==> src/rtl/uart_word_rx.sv <==
// UART receive front end: 8N1 bytes from the rx pin, paired high byte first into 16-bit words,
// delivered through a one-entry valid/ready register. Define UART_WORD_RX_PARITY_EN for 8E1 frames.
`timescale 1ns/1ps
module uart_word_rx #(
  parameter int CLKS_PER_BIT = 87
) (
  input  logic        clk,
  input  logic        rst_n,
  input  logic        ce,
  input  logic        rx,
  output logic [15:0] word_out,
  output logic        word_valid,
  input  logic        word_ready,
  output logic        frame_err,
  output logic        overrun,
  output logic        busy
);

  localparam int BAUD_W = (CLKS_PER_BIT > 1) ? $clog2(CLKS_PER_BIT) : 1;
  localparam logic [BAUD_W-1:0] BAUD_LAST = BAUD_W'(CLKS_PER_BIT - 1);
  localparam logic [BAUD_W-1:0] BAUD_MID  = BAUD_W'(CLKS_PER_BIT / 2 - 1);

  typedef enum logic [2:0] {
    S_IDLE,
    S_START,
    S_DATA,
`ifdef UART_WORD_RX_PARITY_EN
    S_PARITY,
`endif
    S_STOP
  } state_t;

  logic              rx_meta;
  logic              rxs;
  state_t            state_q, state_d;
  logic [BAUD_W-1:0] baud_q, baud_d;
  logic [2:0]        bit_q, bit_d;
  logic [7:0]        shift_q, shift_d;
  logic              wait_high_q, wait_high_d;
`ifdef UART_WORD_RX_PARITY_EN
  logic              par_err_q, par_err_d;
`endif
  logic              stop_ok;
  logic              byte_good;
  logic              byte_bad;

  logic [7:0]        hi_byte;
  logic              hi_pending;
  logic              word_load;
  logic              load_ok;

  // NOTE: every output of this block gets a default first, so no path can infer a latch.
  always_comb begin
    state_d     = state_q;
    baud_d      = baud_q;
    bit_d       = bit_q;
    shift_d     = shift_q;
    wait_high_d = wait_high_q;
`ifdef UART_WORD_RX_PARITY_EN
    par_err_d   = par_err_q;
    stop_ok     = rxs && !par_err_q;
`else
    stop_ok     = rxs;
`endif
    byte_good   = 1'b0;
    byte_bad    = 1'b0;

    unique case (state_q)
      S_IDLE: begin
        // After a bad stop bit the line must return high before a new start is honoured.
        if (rxs) begin
          wait_high_d = 1'b0;
        end else if (!wait_high_q) begin
          baud_d  = '0;
          state_d = S_START;
        end
      end

      S_START: begin
        if (baud_q == BAUD_MID) begin
          baud_d  = '0;
          bit_d   = '0;
          state_d = rxs ? S_IDLE : S_DATA;
        end else begin
          baud_d = baud_q + 1'b1;
        end
      end

      S_DATA: begin
        if (baud_q == BAUD_LAST) begin
          baud_d  = '0;
          shift_d = {rxs, shift_q[7:1]};
          bit_d   = bit_q + 1'b1;
          if (bit_q == 3'd7) begin
`ifdef UART_WORD_RX_PARITY_EN
            state_d = S_PARITY;
`else
            state_d = S_STOP;
`endif
          end
        end else begin
          baud_d = baud_q + 1'b1;
        end
      end

`ifdef UART_WORD_RX_PARITY_EN
      S_PARITY: begin
        if (baud_q == BAUD_LAST) begin
          baud_d    = '0;
          par_err_d = rxs ^ (^shift_q);
          state_d   = S_STOP;
        end else begin
          baud_d = baud_q + 1'b1;
        end
      end
`endif

      S_STOP: begin
        if (baud_q == BAUD_LAST) begin
          baud_d  = '0;
          state_d = S_IDLE;
`ifdef UART_WORD_RX_PARITY_EN
          par_err_d = 1'b0;
`endif
          if (stop_ok) begin
            byte_good = 1'b1;
          end else begin
            byte_bad    = 1'b1;
            wait_high_d = 1'b1;
          end
        end else begin
          baud_d = baud_q + 1'b1;
        end
      end

      default: state_d = S_IDLE;
    endcase
  end

  // NOTE: state is updated with non-blocking assignments so every flop samples pre-edge values.
  always_ff @(posedge clk) begin
    if (!rst_n) begin
      rx_meta     <= 1'b1;
      rxs         <= 1'b1;
      state_q     <= S_IDLE;
      baud_q      <= '0;
      bit_q       <= '0;
      shift_q     <= '0;
      wait_high_q <= 1'b0;
`ifdef UART_WORD_RX_PARITY_EN
      par_err_q   <= 1'b0;
`endif
    end else if (ce) begin
      rx_meta     <= rx;
      rxs         <= rx_meta;
      state_q     <= state_d;
      baud_q      <= baud_d;
      bit_q       <= bit_d;
      shift_q     <= shift_d;
      wait_high_q <= wait_high_d;
`ifdef UART_WORD_RX_PARITY_EN
      par_err_q   <= par_err_d;
`endif
    end
  end

  // The second good byte of a pair completes a word; it loads if the slot is free or draining now.
  assign word_load = byte_good && hi_pending;
  assign load_ok   = !word_valid || word_ready;

  always_ff @(posedge clk) begin
    if (!rst_n) begin
      hi_byte    <= '0;
      hi_pending <= 1'b0;
      word_out   <= '0;
      word_valid <= 1'b0;
      frame_err  <= 1'b0;
      overrun    <= 1'b0;
    end else if (ce) begin
      frame_err <= byte_bad;
      overrun   <= 1'b0;

      if (byte_good) begin
        hi_pending <= !hi_pending;
        if (!hi_pending) begin
          hi_byte <= shift_q;
        end
      end else if (byte_bad) begin
        hi_pending <= 1'b0;
      end

      if (word_valid && word_ready) begin
        word_valid <= 1'b0;
      end
      if (word_load) begin
        if (load_ok) begin
          word_out   <= {hi_byte, shift_q};
          word_valid <= 1'b1;
        end else begin
          overrun <= 1'b1;
        end
      end
    end
  end

  assign busy = (state_q != S_IDLE) || hi_pending;

endmodule
==> config.mk <==
export PLATFORM = sky130hd
export DESIGN_NAME = uart_word_rx
export DESIGN_NICKNAME = d
export VERILOG_FILES = /design/src/rtl/uart_word_rx.sv
export SDC_FILE = /design/constraint.sdc
export NUM_CORES = 1
export LEC_CHECK = 0
export ABC_CLOCK_PERIOD_IN_PS = 2300
export BUFFER_PORTS_ARGS = -buffer_cell sky130_fd_sc_hd__buf_4
export CORE_MARGIN = 5
export CORE_UTILIZATION = 51
export CTS_CLUSTER_DIAMETER = 50
export DETAILED_ROUTE_END_ITERATION = 16
export HOLD_SLACK_MARGIN = 0.06
export PLACE_DENSITY = 0.75
export SLEW_MARGIN = 25
export SYNTH_ARGS = -nofsm -noshare
export SYNTH_HDL_FRONTEND = slang
export SYNTH_SLANG_ARGS = --single-unit
export TNS_END_PERCENT = 30
==> constraint.sdc <==
create_clock -name clk -period 2.3 [get_ports clk]
set_clock_uncertainty 0.2 [all_clocks]
set_input_delay 0.23 -clock clk [delete_from_list [all_inputs] [get_ports clk]]
set_output_delay 0.23 -clock clk [all_outputs]
set_load 0.1 [all_outputs]
==> flow_metrics.tcl <==
set metrics [dict create \
    instances_no_fill 320 \
    grt_pass1_vias 1651 \
    insertion_delay_ns 0.30 \
    fin_crit_ns 1.997 \
    cp_slowest_cell "and2_1" \
    htreeDepth 2 \
    rsz0062_at_grt "false" \
    status "completed" \
    yosysWarnings 0 \
    die_w_um 75.84 \
    ys_seq_area_frac 0.4618 \
    start_util 0.5149 \
    grt.overflow.total 0 \
    cts-root-buf "clkbuf_8" \
    crit_path_start_kind "flip-flop" \
    hp-class "in -> reg" \
    clock-sinks 51 \
    cp.arrival_ns 2.03 \
    coreArea_um2 4294 \
    hold_depth 3 \
    synthFlopType "dfxtp_1" \
    synth-edff-count 0 \
    final_core_util 0.5988 \
    synth_top_cells_by_area "dfxtp_1 46%, mux2i_1 9.5%, a21oi_1 4.8%, nor2_1 4.4%, nand3_1 4.3%" \
    drv_slew 0 \
    combPwrFrac 0.033 \
    ios 25 \
    hpwl_um 3141 \
    row_count 24 \
    route.detailed.drc 0 \
    switching_share 0.2242 \
    syn2layout_area_growth_pct 16.30 \
    max-clock-path-buffers 2 \
    crit_family "simple AND/OR/NAND/NOR gates" \
    min_from "word_ready" \
    fin_crit_sh 0.8681 \
    clkPwrFrac 0.367 \
    r2r_slack_ns 0.30 \
    diodes 0 \
    p_leak_nw 0.9889 \
    p_int_mw 1.148 \
    placedCellCount 309 \
    seqPwrFrac 0.600 \
    synth_top_area_frac 0.4618 \
    numCtsBuffers 5 \
    fmax_ghz 0.5008 \
    grt_max_degree 26 \
    clkTransAtPathRegs_ns 0.09 \
    hold_ws_ns 0.09925 \
    timing.slew.headroom 0.7085 \
    critPathBufInv 2 \
    yosys-top-cells-count "51 x dfxtp_1, 26 x nor2_1, 21 x a21oi_1, 21 x mux2i_1" \
    drv_cap 0 \
    syn_area_um2 2211 \
    critical_path.cell_chain "inv_1 -> ha_1 -> and2_1 -> and2_1 -> buf_4 -> nand3_1 -> a21oi_1" \
    p_sw_mw 0.3319 \
    yosysMostFrequentCell "dfxtp_1" \
    tightest_slew_ns 0.4336 \
    rr_startpoint "baud_q[0]" \
    p_per_area_nw_per_um2 575.7 \
    slowest_delay_ns 0.41 \
    portBuffers 24 \
    routabilityCongestion 0.8527 \
    fin_nets 276 \
    worstRegToRegCells 7 \
    antenna_found_initial 0 \
    tns_ns 0 \
    synth_nets 250 \
    final-setup-viol-count 0 \
    synthCells 241 \
    die_h_um 75.84 \
    drt_pass1_iterations 4 \
    grt_pass1_wl_um 8038 \
    cts_tree "done" \
    finalWirelength_um 4768 \
    final-hold-violation-count 0 \
    crit_type "reg -> reg" \
    synth-async-reset-ratio 0 \
    rr_endpoint "word_out[0]" \
    endpoint_kind "flip-flop" \
    antenna_left 0 \
    drt_iter0_drc 138 \
    cp.required_ns 2.33 \
    critPathMaxFanout 10 \
    cts_setup_buffers 0 \
    die_area_um2 5752 \
    vdd_drop_max_uv 325.6 \
    cpMostUsedCell "and2_1" \
    grtUsageTotal 0.1814 \
    vias 1778 \
    synth_top_area_cell "dfxtp_1" \
    avgRoutedWirePerCell_um 14.90 \
    syn_area_per_cell_um2 9.174 \
    drt-vias-per-instance 5.556 \
    synth.distinct_cells 39 \
    drive_above_1_share 0.1754 \
    ys_seq_elements 51 \
    hold_end "word_valid" \
]
[logic make-up (layout without fill, tap and decap cells)]
logic type / Yosys count / count (layout) / share of synthesized area
compound gates: 56 / 56 / 0.1471
xor+xnor: 6 / 6 / 0.02377
fa+ha+maj: 4 / 4 / 0.02264
buf+inv: 21 / 48 / 0.04358
flops: 51 / 51 / 0.4618
mux: 21 / 21 / 0.09508
simple gates: 82 / 82 / 0.2060
[registers in the layout, indices dropped and copies added, names as in the netlist]
signal       count
bit_q            3
word_out        16
hi_pending       1
hi_byte          8
state_q          2
wait_high_q      1
overrun          1
frame_err        1
rx_meta          1
shift_q          8
baud_q           7
rxs              1
word_valid       1
[metrics by stage]
step	instance area, µm²	setup WS [ns]	total power [mW]
finish	2571	0.3034	1.480
global route	2571	0.1663	1.547
CTS	2571	0.3084	1.493
detailed placement	2442	0.3480	0.9517
global placement	2442	0.3974	0.9512
floorplan	2211	0.2275	0.9368
[how the worst max path moves through the flow]
stage	start	end	slack, ns	cells after the start
floorplan	word_valid	word_out[0]	0.23	5
global placement	baud_q[0]	hi_byte[4]	0.40	6
detailed placement	baud_q[0]	word_out[5]	0.35	7
CTS	baud_q[0]	word_out[8]	0.31	7
global route	baud_q[0]	word_out[8]	0.17	7
finish	baud_q[0]	word_out[0]	0.30	7
[layout make-up]
| class | count | area, µm² |
|---|---|---|
| well taps | 52 | 65.06 |
| clock inverters | 2 | 16.27 |
| repair buffers | 36 | 277.8 |
| flip-flops and latches | 51 | 1021 |
| inverters | 4 | 15.01 |
| fillers | 387 | 1723 |
| clock buffers | 6 | 82.58 |
| multi-input cells | 169 | 1094 |
[metal layers]
layer | part of all wire | up-vias | routed length, µm | global-route usage
met4 | 0.0059 | 0 | 28 | 0.04660
met1 | 0.51 | 837 | 2418 | 0.2639
met5 | 0 | - | 0 | 0
li1 | - | 902 | - | -
met3 | 0.036 | 2 | 171 | 0.04222
met2 | 0.45 | 37 | 2150 | 0.2690
[worst reg2reg max path, stage by stage, from the launching register on]
cell	delay [ns]
dfxtp_1	0.34
inv_1	0.09
ha_1	0.15
and2_1	0.27
and2_1	0.41
buf_4	0.24
nand3_1	0.08
a21oi_1	0.15
[what timing repair did]
item / in CTS / in global routing
endpoints found under the hold margin: 5 / 0
hold buffers: 3 / 0
resized for setup: 0 / 0
[cell usage in the layout (no fill, tap or decap), types with 2 or more instances in the layout]
cell,netlist,layout
clkbuf_8,0,6
dlygate4sd3_1,0,3
inv_1,3,3
nand3b_1,2,2
nand2_1,10,10
a311oi_1,2,2
dfxtp_1,51,51
o21a_1,3,3
o21ai_0,19,19
nand4_1,5,5
o31ai_1,3,3
xnor2_1,5,5
nand2b_1,3,3
a211oi_1,3,3
nand3_1,19,19
and2_1,3,3
nor2b_1,3,3
mux2i_1,21,21
a21oi_1,21,21
buf_4,0,33
nor3_1,2,2
nor2_1,26,26
ha_1,4,4
[power by group through the flow]
stage	registers [mW]	logic (mW)	clock network, mW
after CTS	0.888	0.0472	0.558
after global placement	0.909	0.0424	0
after global routing	0.889	0.0531	0.604
after detailed placement	0.909	0.0428	0
after floorplan	0.906	0.0304	0
final	0.888	0.0487	0.543
No activity file was read; power rests on OpenSTA's default activity.
